`src/rtl/sw_lap_controller_pkg.sv`:
```
// Shared encodings and default timing constants for the stopwatch lap controller.
package sw_pkg;

  localparam logic [1:0] ST_IDLE  = 2'b00;
  localparam logic [1:0] ST_COUNT = 2'b01;
  localparam logic [1:0] ST_PAUSE = 2'b10;
  localparam logic [1:0] ST_LAP   = 2'b11;

  localparam int DEF_CLK_HZ       = 50_000_000;
  localparam int DEF_TICK_HZ      = 100;
  localparam int DEF_DEBOUNCE_CYC = 1_000_000;

  typedef struct packed {
    logic lap;
    logic stop;
    logic start;
  } press_t;

endpackage

```
`src/rtl/sw_btn_debounce.sv`:
```
// Button conditioner: 2-flop synchronizer, counting debouncer, registered press pulse.
module sw_btn_debounce #(
  parameter int DEBOUNCE_CYC = 1_000_000
) (
  input  logic clk,
  input  logic rst_n,
  input  logic btn_i,
  output logic press_o
);

  localparam int CW = (DEBOUNCE_CYC > 1) ? $clog2(DEBOUNCE_CYC) : 1;
  localparam logic [CW-1:0] CNT_LAST = CW'(DEBOUNCE_CYC - 1);

  logic          sync1_q, sync2_q;
  logic          stable_q, stable_d;
  logic [CW-1:0] cnt_q, cnt_d;
  logic          press_q;

  // Any cycle where the synchronized level agrees with the stable one restarts the run.
  always_comb begin
    stable_d = stable_q;
    cnt_d    = '0;
    if (sync2_q != stable_q) begin
      if (cnt_q == CNT_LAST) stable_d = sync2_q;
      else                   cnt_d    = cnt_q + CW'(1);
    end
  end

  always_ff @(posedge clk or negedge rst_n) begin
    if (!rst_n) begin
      sync1_q  <= 1'b0;
      sync2_q  <= 1'b0;
      stable_q <= 1'b0;
      cnt_q    <= '0;
      press_q  <= 1'b0;
    end else begin
      sync1_q  <= btn_i;
      sync2_q  <= sync1_q;
      stable_q <= stable_d;
      cnt_q    <= cnt_d;
      press_q  <= stable_d & ~stable_q;
    end
  end

  assign press_o = press_q;

endmodule

```
`src/rtl/sw_lap_controller.sv`:
```
// Stopwatch control: button conditioning, run/pause/lap FSM, tick prescaler, output decode.
module sw_lap_controller
  import sw_pkg::*;
#(
  parameter int CLK_HZ       = DEF_CLK_HZ,
  parameter int TICK_HZ      = DEF_TICK_HZ,
  parameter int DEBOUNCE_CYC = DEF_DEBOUNCE_CYC
) (
  input  logic       clk,
  input  logic       rst_n,
  input  logic       i_start_pause,
  input  logic       i_stop,
  input  logic       i_lap,
  output logic       o_cnt_en,
  output logic       o_cnt_clr,
  output logic       o_lap_load,
  output logic       o_disp_sel,
  output logic [1:0] o_state
);

  localparam int PRESCALE = CLK_HZ / TICK_HZ;
  localparam int PW       = (PRESCALE > 1) ? $clog2(PRESCALE) : 1;
  localparam logic [PW-1:0] PRESC_LAST = PW'(PRESCALE - 1);

  press_t        press;
  logic [1:0]    state_q, state_d;
  logic [PW-1:0] presc_q, presc_d;
  logic          lap_load_q, lap_load_d;
  logic          running, tick;

  sw_btn_debounce #(.DEBOUNCE_CYC(DEBOUNCE_CYC)) u_db_start (
    .clk(clk), .rst_n(rst_n), .btn_i(i_start_pause), .press_o(press.start)
  );
  sw_btn_debounce #(.DEBOUNCE_CYC(DEBOUNCE_CYC)) u_db_stop (
    .clk(clk), .rst_n(rst_n), .btn_i(i_stop), .press_o(press.stop)
  );
  sw_btn_debounce #(.DEBOUNCE_CYC(DEBOUNCE_CYC)) u_db_lap (
    .clk(clk), .rst_n(rst_n), .btn_i(i_lap), .press_o(press.lap)
  );

  // Priority start > stop > lap falls out of the if/else order in every state.
  always_comb begin
    state_d = state_q;
    case (state_q)
      ST_IDLE: begin
        if (press.start) state_d = ST_COUNT;
      end
      ST_COUNT: begin
        if      (press.start) state_d = ST_PAUSE;
        else if (press.stop)  state_d = ST_IDLE;
        else if (press.lap)   state_d = ST_LAP;
      end
      ST_LAP: begin
        if      (press.start) state_d = ST_PAUSE;
        else if (press.stop)  state_d = ST_IDLE;
        else if (press.lap)   state_d = ST_COUNT;
      end
      ST_PAUSE: begin
        if      (press.start) state_d = ST_COUNT;
        else if (press.stop)  state_d = ST_IDLE;
      end
      default: state_d = ST_IDLE;
    endcase
  end

  assign running = (state_q == ST_COUNT) || (state_q == ST_LAP);
  assign tick    = running && (presc_q == PRESC_LAST);

  // PAUSE holds the partial period so a resume finishes it rather than restarting.
  always_comb begin
    presc_d = presc_q;
    if (state_d == ST_IDLE) presc_d = '0;
    else if (tick)          presc_d = '0;
    else if (running)       presc_d = presc_q + PW'(1);
  end

  assign lap_load_d = (state_q == ST_COUNT) && (state_d == ST_LAP);

  always_ff @(posedge clk or negedge rst_n) begin
    if (!rst_n) begin
      state_q    <= ST_IDLE;
      presc_q    <= '0;
      lap_load_q <= 1'b0;
    end else begin
      state_q    <= state_d;
      presc_q    <= presc_d;
      lap_load_q <= lap_load_d;
    end
  end

  assign o_state    = state_q;
  assign o_cnt_en   = tick;
  assign o_cnt_clr  = (state_q == ST_IDLE);
  assign o_disp_sel = (state_q == ST_LAP);
  assign o_lap_load = lap_load_q;

endmodule

```
`config.mk`:
```
export PLATFORM = sky130hd
export DESIGN_NAME = sw_lap_controller
export DESIGN_NICKNAME = d
export VERILOG_FILES = /design/src/rtl/sw_lap_controller_pkg.sv /design/src/rtl/sw_btn_debounce.sv /design/src/rtl/sw_lap_controller.sv
export SDC_FILE = /design/constraint.sdc
export NUM_CORES = 1
export LEC_CHECK = 0
export CAP_MARGIN = 0
export CORE_AREA = 5 5 110 190
export CTS_CLUSTER_SIZE = 16
export DETAILED_ROUTE_END_ITERATION = 8
export DIE_AREA = 0 0 115 195
export HOLD_SLACK_MARGIN = 0.1
export SETUP_SLACK_MARGIN = 0.15
export SYNTH_ARGS = -nofsm -noshare
export SYNTH_HDL_FRONTEND = slang
export SYNTH_SLANG_ARGS = --single-unit
```
`constraint.sdc`:
```
create_clock -name clk -period 6.5 [get_ports clk]
set_input_delay 0.65 -clock clk [delete_from_list [all_inputs] [get_ports clk]]
set_output_delay 0.65 -clock clk [all_outputs]
set_load 0.005 [all_outputs]
```
Word level (Yosys, flattened, before mapping)
Index checks and enable logic that the tools add are counted.
{"block": "word_totals", "register_bits": 94, "in_bits": 5, "out_inout_bits": 6, "elab_cells": 70}
{"block": "classes", "n_addsub": 4, "eq_ne": 11, "n_mux": 25, "bitwise_logic": 6, "n_reduce_logical": 6}
{"operator": "20-bit two-way mux", "count": 6}
{"operator": "20-bit by 1-bit adder with 20-bit output (second input constant)", "count": 3}
{"operator": "20-bit == test (second input constant)", "count": 3}
{"operator": "19-bit two-way mux", "count": 3}
{"operator": "19-bit by 1-bit adder with 19-bit output (second input constant)", "count": 1}
{"operator": "19-bit == test (second input constant)", "count": 1}
{"operator": "2-bit two-way mux", "count": 9}
{"operator": "2-bit case mux with 4 select lines", "count": 1}
{"operator": "2-bit == test (second input constant)", "count": 3}
{"operator": "1-bit two-way mux", "count": 6}
{"operator": "2-bit logical NOT", "count": 2}
{"operator": "1-bit AND", "count": 3}
{"operator": "1-bit inequality test", "count": 3}
{"operator": "1-bit inverter", "count": 3}
{"operator": "3-bit nonzero test", "count": 1}
{"operator": "2-bit by 1-bit == test with 1-bit output (second input constant)", "count": 1}
{"operator": "1-bit logical AND", "count": 2}
{"operator": "1-bit logical OR", "count": 1}

Depth between registers and ports, before layout
{"block": "logic_depth", "depth_word": 6, "mapped_depth": 6, "ltp_nobuf": 5}

By module
From an unflattened synthesis, not the netlist that was laid out.
{"block": "hier_totals", "cells_unflattened": 484, "hier_area_um2": 4647.0}
{"mod": "sw_btn_debounce", "n_inst": 3, "cells_per_inst": 116, "area_each_um2": 1136.1, "seq_area_each_um2": 600.6}
{"mod": "sw_lap_controller", "n_inst": 1, "cells_per_inst": 136, "area_each_um2": 1238.7, "seq_area_each_um2": 550.5}

Worst setup path before layout
No wires, ideal clock.
{"block": "synth_path", "path_kind": "register -> register", "startpoint": "register u_db_stop.cnt_q[12]", "endpoint": "register u_db_stop.stable_q", "setup_time_ns": 0.125, "arrival_ns": 2.114, "required_ns": 6.375, "path_slack_ns": 4.261, "path_stages_with_launch": 5, "path_buffers": 0, "period_less_slack_ns": 2.239, "cell_sequence": "dfrtp_1 -> or4_1 -> or4_4 -> or3_4 -> mux2_4"}
{"block": "synth_via", "elab_chain_cells": 3}
{"item": "start, declared", "line": "sw_btn_debounce.sv:16", "text": "logic [CW-1:0] cnt_q, cnt_d;"}
{"item": "start signal, assigned", "line": "sw_btn_debounce.sv:40", "text": "cnt_q <= cnt_d;"}
{"item": "20-bit == test", "line": "sw_btn_debounce.sv:24", "text": "if (cnt_q == CNT_LAST) stable_d = sync2_q;"}
{"item": "1-bit two-way mux", "line": "sw_btn_debounce.sv:24"}
{"item": "1-bit two-way mux", "line": "sw_btn_debounce.sv:23", "text": "if (sync2_q != stable_q) begin"}
{"item": "named net u_db_stop.stable_d", "line": "sw_btn_debounce.sv:15", "text": "logic stable_q, stable_d;"}
{"item": "end signal, assigned", "line": "sw_btn_debounce.sv:39", "text": "stable_q <= stable_d;"}
{"item": "end, declared", "line": "sw_btn_debounce.sv:15"}
The timed path passes the listed nets, and every way through them passes these cells.
A chain may end at the register's enable or synchronous reset.

Worst setup path after layout
{"block": "layout_path", "startpoint": "register state_q[0] (netlist: o_state[0])", "endpoint": "output o_cnt_en"}
{"block": "layout_via", "elab_chain_cells": 3, "word_cells_on_any_way": 4, "cone_classes": "eq/ne (2); reduce/logical (2)"}
{"item": "start, declared", "line": "sw_lap_controller.sv:26", "text": "logic [1:0] state_q, state_d;"}
{"item": "start signal, assigned", "line": "sw_lap_controller.sv:85", "text": "state_q <= state_d;"}
{"item": "2-bit by 1-bit == test with 1-bit output or 2-bit == test (tied branches)", "line": "sw_lap_controller.sv:66", "text": "assign running = (state_q == ST_COUNT) || (state_q == ST_LAP);"}
{"item": "1-bit logical OR *", "line": "sw_lap_controller.sv:66"}
{"item": "1-bit logical AND *", "line": "sw_lap_controller.sv:67", "text": "assign tick = running && (presc_q == PRESC_LAST);"}
{"item": "end, declared", "line": "sw_lap_controller.sv:14", "text": "output logic o_cnt_en,"}
Every way passes the cells marked *; elsewhere a longest branch is shown, timed or not.

==> Flow_metrics.wiki <==
{| class="wikitable"
! Metric !! Value
|-
| Clock transition at the register clock pins on the worst setup and hold paths after CTS || 0.07 ns
|-
| Total leakage power || 2.00 nW
|-
| Die height || 195 um
|-
| Global-route wire length before repair || 17.0 mm
|-
| Synthesized net count || 494
|-
| Transition time at the pin with the least slew margin || 0.949 ns
|-
| Maximum resistive drop on vdd || 106 uV
|-
| Maximum clock rate || 335 MHz
|-
| TritonCTS buffer count || 9
|-
| Internal reg-to-reg setup slack || 4.05 ns
|-
| Distinct cell type count of the synthesized netlist || 48
|-
| Port Buffers || 10
|-
| Number of hold buffers added after cts || 0
|-
| Area added between synthesis and finish || 13.4%
|-
| Fraction of registers with async set or reset after synthesis || 1.00
|-
| Number of rows created at floorplan || 67
|-
| Flop and latch count out of synthesis || 94
|-
| Die width || 115 um
|-
| Total Negative Setup Slacks || 0 ns
|-
| Quantity of gates resized following cts || 0
|-
| Slew headroom || 0.368
|-
| Yosys warnings || 0
|-
| Detailed-route wire length per cell || 13.3 um
|-
| Largest net degree at the start of global routing || 68
|-
| Initial antenna violation count || 0
|-
| Final antenna-violating net count || 0
|-
| FF+latch area || 2350 um^2
|-
| Initial Util || 0.246
|-
| Leading cell types in the layout, fill and taps excluded || sky130_fd_sc_hd__dfrtp_1, sky130_fd_sc_hd__nor2_1, sky130_fd_sc_hd__nand2_1, sky130_fd_sc_hd__xnor2_1, sky130_fd_sc_hd__nand3_1
|-
| Required time worst endpoint || 5.85 ns
|-
| Number of pins exceeding their max-slew limit in the final report || 0
|-
| GR Util All Layers || 0.0926
|-
| Mean cell area of the mapped netlist || 9.70 um^2
|-
| Die area || 22,400 um^2
|-
| Number of global-route vias before repair || 3,599
|-
| HPWL after DPL || 6.86 mm
|-
| Final routed DRC violation total || 0
|-
| Synthesized netlist cell count || 485
|-
| CTS tree || done
|-
| First-pass DRT Iterations || 4
|-
| Vias after detailed routing || 3,532
|-
| Class of the tightest hold or removal check || primary input to asynchronous set/reset pin
|-
| Mean number of vias per cell || 4.79
|-
| Tightest hold margin || 0.218 ns
|-
| Clock net sink count || 94
|-
| RePlAce Congestion || 0.773
|-
| Nets || 500
|-
| Class of the most critical setup path || flip-flop to output pin
|-
| Final setup skew || 0.0112 ns
|-
| Nature of the critical path startpoint || flip-flop
|-
| Minimum clock period || 2.99 ns
|-
| Power density over the cells || 211 nW/um^2
|-
| Area taken by multi-input logic gates || 2240 um^2
|-
| Final routed wirelength across all metal layers || 9.78 mm
|-
| Top-Level Pins || 11
|-
| Final count of negative-setup-slack endpoints || 0
|-
| Critical path data arrival time || 2.34 ns
|-
| Setup repair after global routing missed its margin || no
|-
| Post-CTS Setup Repair Bufs || 0
|-
| H-tree level count || 3
|-
| Clock tree root buffer cell || sky130_fd_sc_hd__clkbuf_16
|-
| Core outline area || 19,100 um^2
|-
| Residual overflow from global routing || 0
|-
| Number of hold violations in the final report || 0
|-
| Count of flip-flops with a built-in enable after synthesis || 0
|-
| Fraction of final layout cells sized beyond drive strength 1 || 0.0625
|-
| Buffer depth of the longest clock path || 2
|-
| Max Cap Viol || 0
|-
| Layout fillers || 2,025
|-
| Clk_lat worst skew || 0.34 ns
|-
| Commonest non-fill, non-tap cell in the layout || sky130_fd_sc_hd__dfrtp_1
|-
| Final worst path period share || 0.460
|-
| Share of synthesized area occupied by flip-flops and latches || 0.500
|-
| Drt initial violations || 220
|-
| Top_reg_cell synth || sky130_fd_sc_hd__dfrtp_1
|-
| Antenna Diode Count || 0
|-
| Run status || complete, no violations
|-
| Endpoint class of the critical path || output pin
|-
| Cell area after synthesis || 4710 um^2
|-
| Critical path fanouts, max || 23
|}
cell usage after synthesis, drive strengths merged (8+ instances only):
| master | n | area [um^2] |
|---|---|---|
| dfrtp | 94 | 2350 |
| clkbuf | 16 | 60.1 |
| and2 | 8 | 50.1 |
| nand2 | 36 | 135 |
| nand4 | 19 | 119 |
| and3 | 11 | 70.1 |
| nor4 | 13 | 81.3 |
| a21oi | 26 | 130 |
| nand3 | 28 | 140 |
| o21ai | 20 | 100 |
| inv | 11 | 41.3 |
| or3 | 20 | 130 |
| o31ai | 15 | 126 |
| xor2 | 20 | 175 |
| or4 | 14 | 109 |
| xnor2 | 29 | 254 |
| nor2 | 54 | 203 |
per-layer routing:
layer	vias up	routed length (um)	track usage
met1	1708	4050	0.103
li1	1762	-	-
met5	-	0	0
met4	0	277	0.0453
met3	17	225	0.0167
met2	45	5230	0.166
worst max-delay path, cell delays in order, from the launching register on:
cell and delay [ns]:
sky130_fd_sc_hd__dfrtp_1 0.75, sky130_fd_sc_hd__and4_1 0.40, sky130_fd_sc_hd__nand4_1 0.17, sky130_fd_sc_hd__nor2_1 0.16, sky130_fd_sc_hd__clkdlybuf4s50_1 0.51
sequential cells by signal (all words and copies together), names as in the netlist, 2 cells and up:
name,flops
o_state,2
presc_q,19
u_db_lap.cnt_q,20
u_db_start.cnt_q,20
u_db_stop.cnt_q,20
cell type report:
type / instances / area share
well taps: 241 / 0.0565
inverters: 11 / 0.00774
clock inverters: 5 / 0.00633
clock buffers: 11 / 0.0455
repair buffers: 13 / 0.0225
multi-input cells: 362 / 0.421
flip-flops and latches: 94 / 0.441
cell families (layout without fill, tap and decap cells):
group           Yosys count  after routing  share of synthesized area
compound gates           72             72                     0.0949
xor+xnor                 49             49                     0.0912
fa+ha+maj                 4              4                     0.0106
buf+inv                  29             40                     0.0242
flops                    94             94                      0.500
mux                       3              3                    0.00798
simple gates            234            234                      0.271
where the power goes:
part            total, W  internal, W  switching [W]  leakage [nW]
Clock           0.000496     0.000270       0.000226         0.132
Combinational  0.0000316   0.00000910      0.0000225         0.573
Sequential      0.000596     0.000591     0.00000520          1.29
Total            0.00112     0.000870       0.000254          2.00
path summary, 6_finish.rpt:
| check | start | endpoint | cells after the start |
|---|---|---|---|
| worst max-delay path | o_state[0] | o_cnt_en | 4 |
| worst min-delay path | rst_n | u_db_start.cnt_q[8] | 1 |
| worst max register to register | u_db_stop.cnt_q[12] | u_db_stop.cnt_q[3] | 4 |
| worst min register to register | u_db_stop.sync1_q | u_db_stop.sync2_q | 0 |
| max in group asynchronous | rst_n | u_db_lap.cnt_q[6] | 2 |
| min in group clk | u_db_stop.sync1_q | u_db_stop.sync2_q | 0 |
per-stage QoR:
stage / cells / util / power [W] / area, um^2 / worst slack (ns)
finish: 737 / 0.279 / 0.00112 / 5340 / 3.51
global route: 737 / 0.279 / 0.00117 / 5340 / 3.33
CTS: 737 / 0.279 / 0.00114 / 5340 / 3.50
detailed placement: 721 / 0.265 / 0.000641 / 5060 / 3.88
global placement: 721 / 0.265 / 0.000641 / 5060 / 3.96
floorplan: 485 / - / 0.000621 / 4710 / 4.26
(Power assumes the default switching activity.)
